===== src/rtl/cp0_unit_pkg.sv =====
// Shared CP0 constants: exception codes, register numbers and SR/Cause field positions.
package cp0_unit_pkg;

  typedef enum logic [4:0] {
    EXC_INT  = 5'd0,
    EXC_ADEL = 5'd4,
    EXC_ADES = 5'd5,
    EXC_SYS  = 5'd8,
    EXC_RI   = 5'd10,
    EXC_OV   = 5'd12,
    EXC_NONE = 5'd31
  } exc_code_e;

  localparam logic [4:0] REG_SR    = 5'd12;
  localparam logic [4:0] REG_CAUSE = 5'd13;
  localparam logic [4:0] REG_EPC   = 5'd14;
  localparam logic [4:0] REG_PRID  = 5'd15;

  localparam int unsigned SR_IE_BIT      = 0;
  localparam int unsigned SR_EXL_BIT     = 1;
  localparam int unsigned IM_IP_LO       = 10;
  localparam int unsigned IM_IP_HI       = 15;
  localparam int unsigned CAUSE_EXC_LO   = 2;
  localparam int unsigned CAUSE_EXC_HI   = 6;
  localparam int unsigned CAUSE_BD_BIT   = 31;

  function automatic logic [31:0] word_align(input logic [31:0] addr);
    return {addr[31:2], 2'b00};
  endfunction

endpackage


===== src/rtl/cp0_unit_if.sv =====
// M-stage <-> CP0 signal bundle: mtc0/mfc0 access, exception inputs, redirect outputs.
interface cp0_unit_if;
  logic        cp0_we;
  logic [4:0]  cp0_addr;
  logic [31:0] cp0_wdata;
  logic [31:0] cp0_rdata;
  logic [31:0] vpc;
  logic        is_bd;
  logic [4:0]  exc_code;
  logic [5:0]  hw_int;
  logic        eret_m;
  logic        req;
  logic [31:0] handler_pc;
  logic [31:0] epc_out;

  modport master (
    output cp0_we, cp0_addr, cp0_wdata, vpc, is_bd, exc_code, hw_int, eret_m,
    input  cp0_rdata, req, handler_pc, epc_out
  );

  modport slave (
    input  cp0_we, cp0_addr, cp0_wdata, vpc, is_bd, exc_code, hw_int, eret_m,
    output cp0_rdata, req, handler_pc, epc_out
  );
endinterface


===== src/rtl/cp0_unit.sv =====
// Coprocessor 0: SR/Cause/EPC/PRId, interrupt-vs-exception arbitration and
// the flush/redirect request for the M stage.
module cp0_unit
  import cp0_unit_pkg::*;
#(
  parameter logic [31:0] PRID_VAL = 32'h0000_0007,
  parameter logic [31:0] HANDLER  = 32'h0000_4180
) (
  input  logic       clk,
  input  logic       reset,
  cp0_unit_if.slave  bus
);

  logic [5:0]  sr_im;
  logic        sr_exl;
  logic        sr_ie;
  logic        cause_bd;
  logic [5:0]  cause_ip;
  logic [4:0]  cause_exc;
  logic [31:0] epc;

  logic        int_req;
  logic        exc_req;
  logic        req;
  logic [4:0]  taken_code;
  logic [31:0] victim_epc;
  logic [31:0] sr_word;
  logic [31:0] cause_word;

  // Raw hw_int (not the registered IP) so an interrupt is taken the cycle it arrives.
  always_comb begin
    int_req    = (|(bus.hw_int & sr_im)) & sr_ie & ~sr_exl;
    exc_req    = (bus.exc_code != EXC_NONE) & ~sr_exl;
    req        = int_req | exc_req;
    taken_code = int_req ? EXC_INT : bus.exc_code;
    victim_epc = word_align(bus.is_bd ? (bus.vpc - 32'd4) : bus.vpc);
  end

  always_comb begin
    sr_word                       = '0;
    sr_word[IM_IP_HI:IM_IP_LO]    = sr_im;
    sr_word[SR_EXL_BIT]           = sr_exl;
    sr_word[SR_IE_BIT]            = sr_ie;
    cause_word                    = '0;
    cause_word[CAUSE_BD_BIT]      = cause_bd;
    cause_word[IM_IP_HI:IM_IP_LO] = cause_ip;
    cause_word[CAUSE_EXC_HI:CAUSE_EXC_LO] = cause_exc;
  end

  always_comb begin
    case (bus.cp0_addr)
      REG_SR:    bus.cp0_rdata = sr_word;
      REG_CAUSE: bus.cp0_rdata = cause_word;
      REG_EPC:   bus.cp0_rdata = epc;
      REG_PRID:  bus.cp0_rdata = PRID_VAL;
      default:   bus.cp0_rdata = '0;
    endcase
  end

  assign bus.req        = req;
  assign bus.handler_pc = HANDLER;
  assign bus.epc_out    = epc;

  always_ff @(posedge clk) begin
    if (!reset) begin
      sr_im     <= '0;
      sr_exl    <= 1'b0;
      sr_ie     <= 1'b0;
      cause_bd  <= 1'b0;
      cause_ip  <= '0;
      cause_exc <= '0;
      epc       <= '0;
    end else begin
      cause_ip <= bus.hw_int;
      // A taken request suppresses any same-cycle mtc0 or eret.
      if (req) begin
        sr_exl    <= 1'b1;
        cause_bd  <= bus.is_bd;
        cause_exc <= taken_code;
        epc       <= victim_epc;
      end else begin
        if (bus.cp0_we) begin
          case (bus.cp0_addr)
            REG_SR: begin
              sr_im  <= bus.cp0_wdata[IM_IP_HI:IM_IP_LO];
              sr_exl <= bus.cp0_wdata[SR_EXL_BIT];
              sr_ie  <= bus.cp0_wdata[SR_IE_BIT];
            end
            REG_EPC: epc <= word_align(bus.cp0_wdata);
            default: ;
          endcase
        end
        if (bus.eret_m) begin
          sr_exl <= 1'b0;
        end
      end
    end
  end

endmodule


===== src/flat_wrapper.sv =====
// flat-port wrapper written by rule: the top's interface ports become plain ports
module cp0_unit_flat import cp0_unit_pkg::*;
#(
  parameter logic [31:0] PRID_VAL = 32'h0000_0007,
  parameter logic [31:0] HANDLER  = 32'h0000_4180
)
  (clk, reset, bus_cp0_we, bus_cp0_addr, bus_cp0_wdata, bus_vpc, bus_is_bd, bus_exc_code, bus_hw_int, bus_eret_m, bus_cp0_rdata, bus_req, bus_handler_pc, bus_epc_out);
  cp0_unit_if bus_i ();
  input  logic clk;
  input  logic reset;
  input wire logic [$bits(bus_i.cp0_we)-1:0] bus_cp0_we;
  input wire logic [$bits(bus_i.cp0_addr)-1:0] bus_cp0_addr;
  input wire logic [$bits(bus_i.cp0_wdata)-1:0] bus_cp0_wdata;
  input wire logic [$bits(bus_i.vpc)-1:0] bus_vpc;
  input wire logic [$bits(bus_i.is_bd)-1:0] bus_is_bd;
  input wire logic [$bits(bus_i.exc_code)-1:0] bus_exc_code;
  input wire logic [$bits(bus_i.hw_int)-1:0] bus_hw_int;
  input wire logic [$bits(bus_i.eret_m)-1:0] bus_eret_m;
  output wire logic [$bits(bus_i.cp0_rdata)-1:0] bus_cp0_rdata;
  output wire logic [$bits(bus_i.req)-1:0] bus_req;
  output wire logic [$bits(bus_i.handler_pc)-1:0] bus_handler_pc;
  output wire logic [$bits(bus_i.epc_out)-1:0] bus_epc_out;
  assign bus_i.cp0_we = bus_cp0_we;
  assign bus_i.cp0_addr = bus_cp0_addr;
  assign bus_i.cp0_wdata = bus_cp0_wdata;
  assign bus_i.vpc = bus_vpc;
  assign bus_i.is_bd = bus_is_bd;
  assign bus_i.exc_code = bus_exc_code;
  assign bus_i.hw_int = bus_hw_int;
  assign bus_i.eret_m = bus_eret_m;
  assign bus_cp0_rdata = bus_i.cp0_rdata;
  assign bus_req = bus_i.req;
  assign bus_handler_pc = bus_i.handler_pc;
  assign bus_epc_out = bus_i.epc_out;
  cp0_unit #(.PRID_VAL(PRID_VAL), .HANDLER(HANDLER)) u_core (.clk(clk), .reset(reset), .bus(bus_i));
endmodule

===== config.mk =====
export PLATFORM = sky130hd
export DESIGN_NAME = cp0_unit_flat
export DESIGN_NICKNAME = d
export VERILOG_FILES = /design/src/rtl/cp0_unit_pkg.sv /design/src/rtl/cp0_unit_if.sv /design/src/rtl/cp0_unit.sv /design/src/flat_wrapper.sv
export SDC_FILE = /design/constraint.sdc
export NUM_CORES = 1
export LEC_CHECK = 0
export BUFFER_PORTS_ARGS = -buffer_cell sky130_fd_sc_hd__buf_2
export CORE_MARGIN = 1
export CORE_UTILIZATION = 47
export CTS_BUF_LIST = sky130_fd_sc_hd__clkbuf_8
export DETAILED_ROUTE_END_ITERATION = 8
export PLACE_DENSITY = 0.85
export SYNTH_ARGS = -nofsm -noshare
export SYNTH_HDL_FRONTEND = slang
export SYNTH_SLANG_ARGS = --single-unit

===== constraint.sdc =====
create_clock -name clk -period 2.5 [get_ports clk]
set_clock_uncertainty 0.1 [all_clocks]
set_input_delay 0.5 -clock clk [delete_from_list [all_inputs] [get_ports clk]]
set_output_delay 0.5 -clock clk [all_outputs]
set_load 0.1 [all_outputs]

* Word-level counts from Yosys, hierarchy flattened
Cells that the tools add are included.
** Storage, ports and cells
- Register bits :: 50
- Bits of input ports :: 85
- Output and inout port bits :: 97
- Logic and storage cells :: 38
** Operators by class
- Add/sub/neg operators :: 1
- Equal/unequal tests :: 5
- Mux-type cells :: 10
- Bitwise logic cells :: 7
- Reduce and logical (&&, ||, !) cells :: 8
** Operators by type and width (count)
- $mux 32 :: 4
- $pmux 32 s4 :: 1
- $sub 32x3->32 const B :: 1
- $eq 5x4->1 const B :: 4
- $and 6x6->6 :: 1
- $reduce_bool 3->1 :: 2
- $reduce_or 6->1 :: 1
- $mux 5 :: 1
- $ne 5x5->1 const B :: 1
- $mux 1 :: 4
- $reduce_and 2->1 :: 2
- $reduce_bool 2->1 :: 2
- $and 1x1->1 :: 3
- $reduce_and 3->1 :: 1
- $not 1->1 :: 2
- $or 1x1->1 :: 1

* Longest topological paths before layout
- Depth in word-level cells :: 7
- Depth in mapped cells :: 7

* Least setup slack after synthesis
Ideal clock, no wire load.
- Path type :: input-to-output
- From :: input port bus_cp0_addr[0]
- To :: output port bus_cp0_rdata[3]
- Arrival :: 2.635 ns
- Slack :: -0.735 ns
- Stages on the path :: 5
- Path through :: clkbuf_1 -> nor2b_1 -> clkbuf_1 -> a22oi_1 -> nor2_1
** Between the ends
- Cells in the longest elaborated chain, start to end :: 2
- Elaborated cells on any way between the ends :: 5
- Classes of those cells :: 4 x eq/ne; 1 x mux
** RTL lines
- start, declared :: RTL line flat_wrapper.sv:12 : input wire logic [$bits(bus_i.cp0_addr)-1:0] bus_cp0_addr;
- $eq 5x4->1 :: RTL line cp0_unit.sv:51 : case (bus.cp0_addr)
- $pmux 32 s4 * :: RTL line cp0_unit.sv:51
- end, declared :: RTL line flat_wrapper.sv:19 : output wire logic [$bits(bus_i.cp0_rdata)-1:0] bus_cp0_rdata;
Mark *: on every way between the ends. The rest lies on a longest branch, timed or not.

* Worst setup path after layout
- From :: register u_core.sr_ie
- To :: output port bus_req
** Between the ends
- Cells in the longest elaborated chain, start to end :: 3
** RTL lines
- start, declared :: RTL line cp0_unit.sv:16 : logic sr_ie;
- start signal, assigned :: RTL line cp0_unit.sv:87 : sr_ie <= bus.cp0_wdata[SR_IE_BIT];
- $and 1x1->1 (2 in a row) :: RTL line cp0_unit.sv:32 : int_req = (|(bus.hw_int & sr_im)) & sr_ie & ~sr_exl;
- $or 1x1->1 :: RTL line cp0_unit.sv:34 : req = int_req | exc_req;
- end, declared :: RTL line flat_wrapper.sv:20 : output wire logic [$bits(bus_i.req)-1:0] bus_req;
No other way between the ends.

==> metrics.txt <==
Starting DRT DRC Count=276; synthesis-to-layout area growth=40.37%; Worst setup EP type=primary output; Filler Cell Count=540; Residual DRC=0; DP Area=4715 um2; Hold Vio Cnt, Final=0; PortBufs=145; Slew Limit Fails=0; Leak=0.002103 uW; total wire length=10.97 mm; Post-synth EDFFs=0; fmax=419.7 MHz; CTS Buf Count=5; Mapped Avg Cell Area=8.001 um2; Total GRT Usage=0.2851; fin nets=654; row count=30; RSZ-0062 raised after global routing=no; Max Cap Viol=0; TritonCTS clock tree=done; # diodes=0; Tot Pwr=2526 uW; Ys Warns=0; Vias=3708; antenna-violating nets left=0; Synth cell types=49; Die Span Y=87.36 um; most frequent cells in the layout=113 x buf_2, 50 x dfxtp_1, 43 x nand2_1; IO Pins=182; Sequential Area=1001 um2; post_cts resized=0; Mapped Area=3425 um2; Pre-antenna DRT Iters=5; Setup Crit Path Kind=register to primary output; fin crit share=0.9530; CP required=1.90 ns; Setup WS post-layout=0.1175 ns; final setup violation count=0; routed len/inst=16.49 um; initial antenna violation count=0; Synth async-reset ratio=0; CP startpoint kind=register; Root Buffer=clkbuf_8; Post-CTS Setup Inserts=0; Synth Flop Type=dfxtp_1; first-pass GRT wire length=17.02 mm; number of vias per cell=5.576; Post-CTS Hold Buffers=0; Worst Tran Pin Value=0.5431 ns; vias in the first global route=3464; most common cell after layout, fill and taps aside=buf_2; final setup TNS=0 ns; cell area after layout=4807 um2; Clock Sinks=50; die footprint=7632 um2; Post-Syn Instances=428; H-tree depth=2; GPL Wtd Cong=0.8890; DP Wirelength=8.576 mm; CP max FO=8; Clk Latency, worst-skew pair=0.31 ns; Final Critical Period=2.382 ns; Worst Path Arrival=1.78 ns; pwr dens=525.6 nW/um2; VDD IR max=0.3168 mV; Initial Util=0.4958; relative slew slack=0.6357; Seq cells post-synth=50; Clock Path Buffers=2; largest net degree at the start of global routing=44; GR Overflow Total=0; clock slew at reported path FFs=0.10 ns; Seq/Total Area, Yosys=0.2923; pre-CTS setup slack=0.2067 ns; area taken by multi-input logic gates=2248 um2; status=finished clean; layout cells sized above 1=0.3761; die width=87.36 um; Core ar.=6907 um2; Hold Crit Class=primary input to register
flip-flops by register name (all words and copies together), names as in the netlist:
name                flops
u_core.cause_exc        5
u_core.sr_exl           1
u_core.sr_im            6
u_core.sr_ie            1
u_core.cause_ip         6
u_core.bus.epc_out     30
u_core.cause_bd         1
metal layers:
metal	global-route usage	share of wire	up-vias	wire length, um
li1	-	-	1729	-
met5	0	0	-	0
met1	0.3503	0.38	1714	4213
met2	0.5078	0.51	233	5605
met3	0.03602	0.077	32	849
met4	0.1028	0.027	0	299
per-stage QoR:
stage               instances    util  hold slack (ns)
floorplan                 460       -           0.3323
global placement          657  0.6826           0.3381
detailed placement        657  0.6826           0.3423
CTS                       665  0.6960           0.3040
global route              665  0.6960           0.3039
finish                    665  0.6960           0.3023
area by class of cell:
cell class	instances	share of cell area
clock buffer	5	0.01432
clock inverter	3	0.004945
inverter	5	0.003904
multi-input combinational	345	0.4677
sequential	50	0.2082
tap	96	0.02499
timing repair buffer	161	0.2759
kinds of logic (layout without fill, tap and decap cells):
kind of cell,Yosys count,in the layout,share of synthesized area
compound gates,79,79,0.1556
xor+xnor,26,26,0.06650
fa+ha+maj,1,1,0.003653
buf+inv,65,174,0.1107
flops,50,50,0.2923
mux,31,31,0.09207
other cells,2,34,0.002193
simple gates,174,174,0.2769
worst max-delay path: stages (launching register included):
cell and delay (ns):
dfxtp_1 0.40, inv_1 0.06, a21oi_1 0.26, a21oi_4 0.10, inv_2 0.17, buf_2 0.47
report_power, final:
| part | switching [uW] | total (uW) | internal [uW] |
|---|---|---|---|
| registers | 55.6 | 918 | 862 |
| clock network | 287 | 487 | 201 |
| logic | 898 | 1120 | 223 |
cell usage after synthesis, types with 4 or more instances:
library cell	n	area, um2
xnor2_1	24	210.2
and3_1	19	118.9
a21oi_1	32	160.2
dfxtp_1	50	1001
nor2_1	40	150.1
a311oi_1	13	113.9
nand3_1	20	100.1
nor4_2	5	62.56
a22oi_1	8	60.06
nor3_1	12	60.06
mux2i_1	27	270.3
nand2_1	43	161.4
buf_4	35	262.8
mux2_2	4	45.04
nand4_1	5	31.28
and2_1	7	43.79
clkbuf_1	22	82.58
a21boi_1	13	97.59
worst paths after layout:
path         slack [ns]                                 end                              from  cells past startpoint
max                0.12                             bus_req         u_core.sr_ie$_SDFFE_PN0P_                      5
max reg2reg        0.46  u_core.bus.epc_out[7]$_SDFFE_PN0P_      u_core.sr_im[1]$_SDFFE_PN0P_                      6
min reg2reg        0.36    u_core.cause_exc[1]$_SDFFE_PN0N_  u_core.cause_exc[1]$_SDFFE_PN0N_                      2
min                0.30       u_core.cause_ip[2]$_SDFF_PN0_                     bus_hw_int[2]                      2
Power figures use the tool's default switching activity.
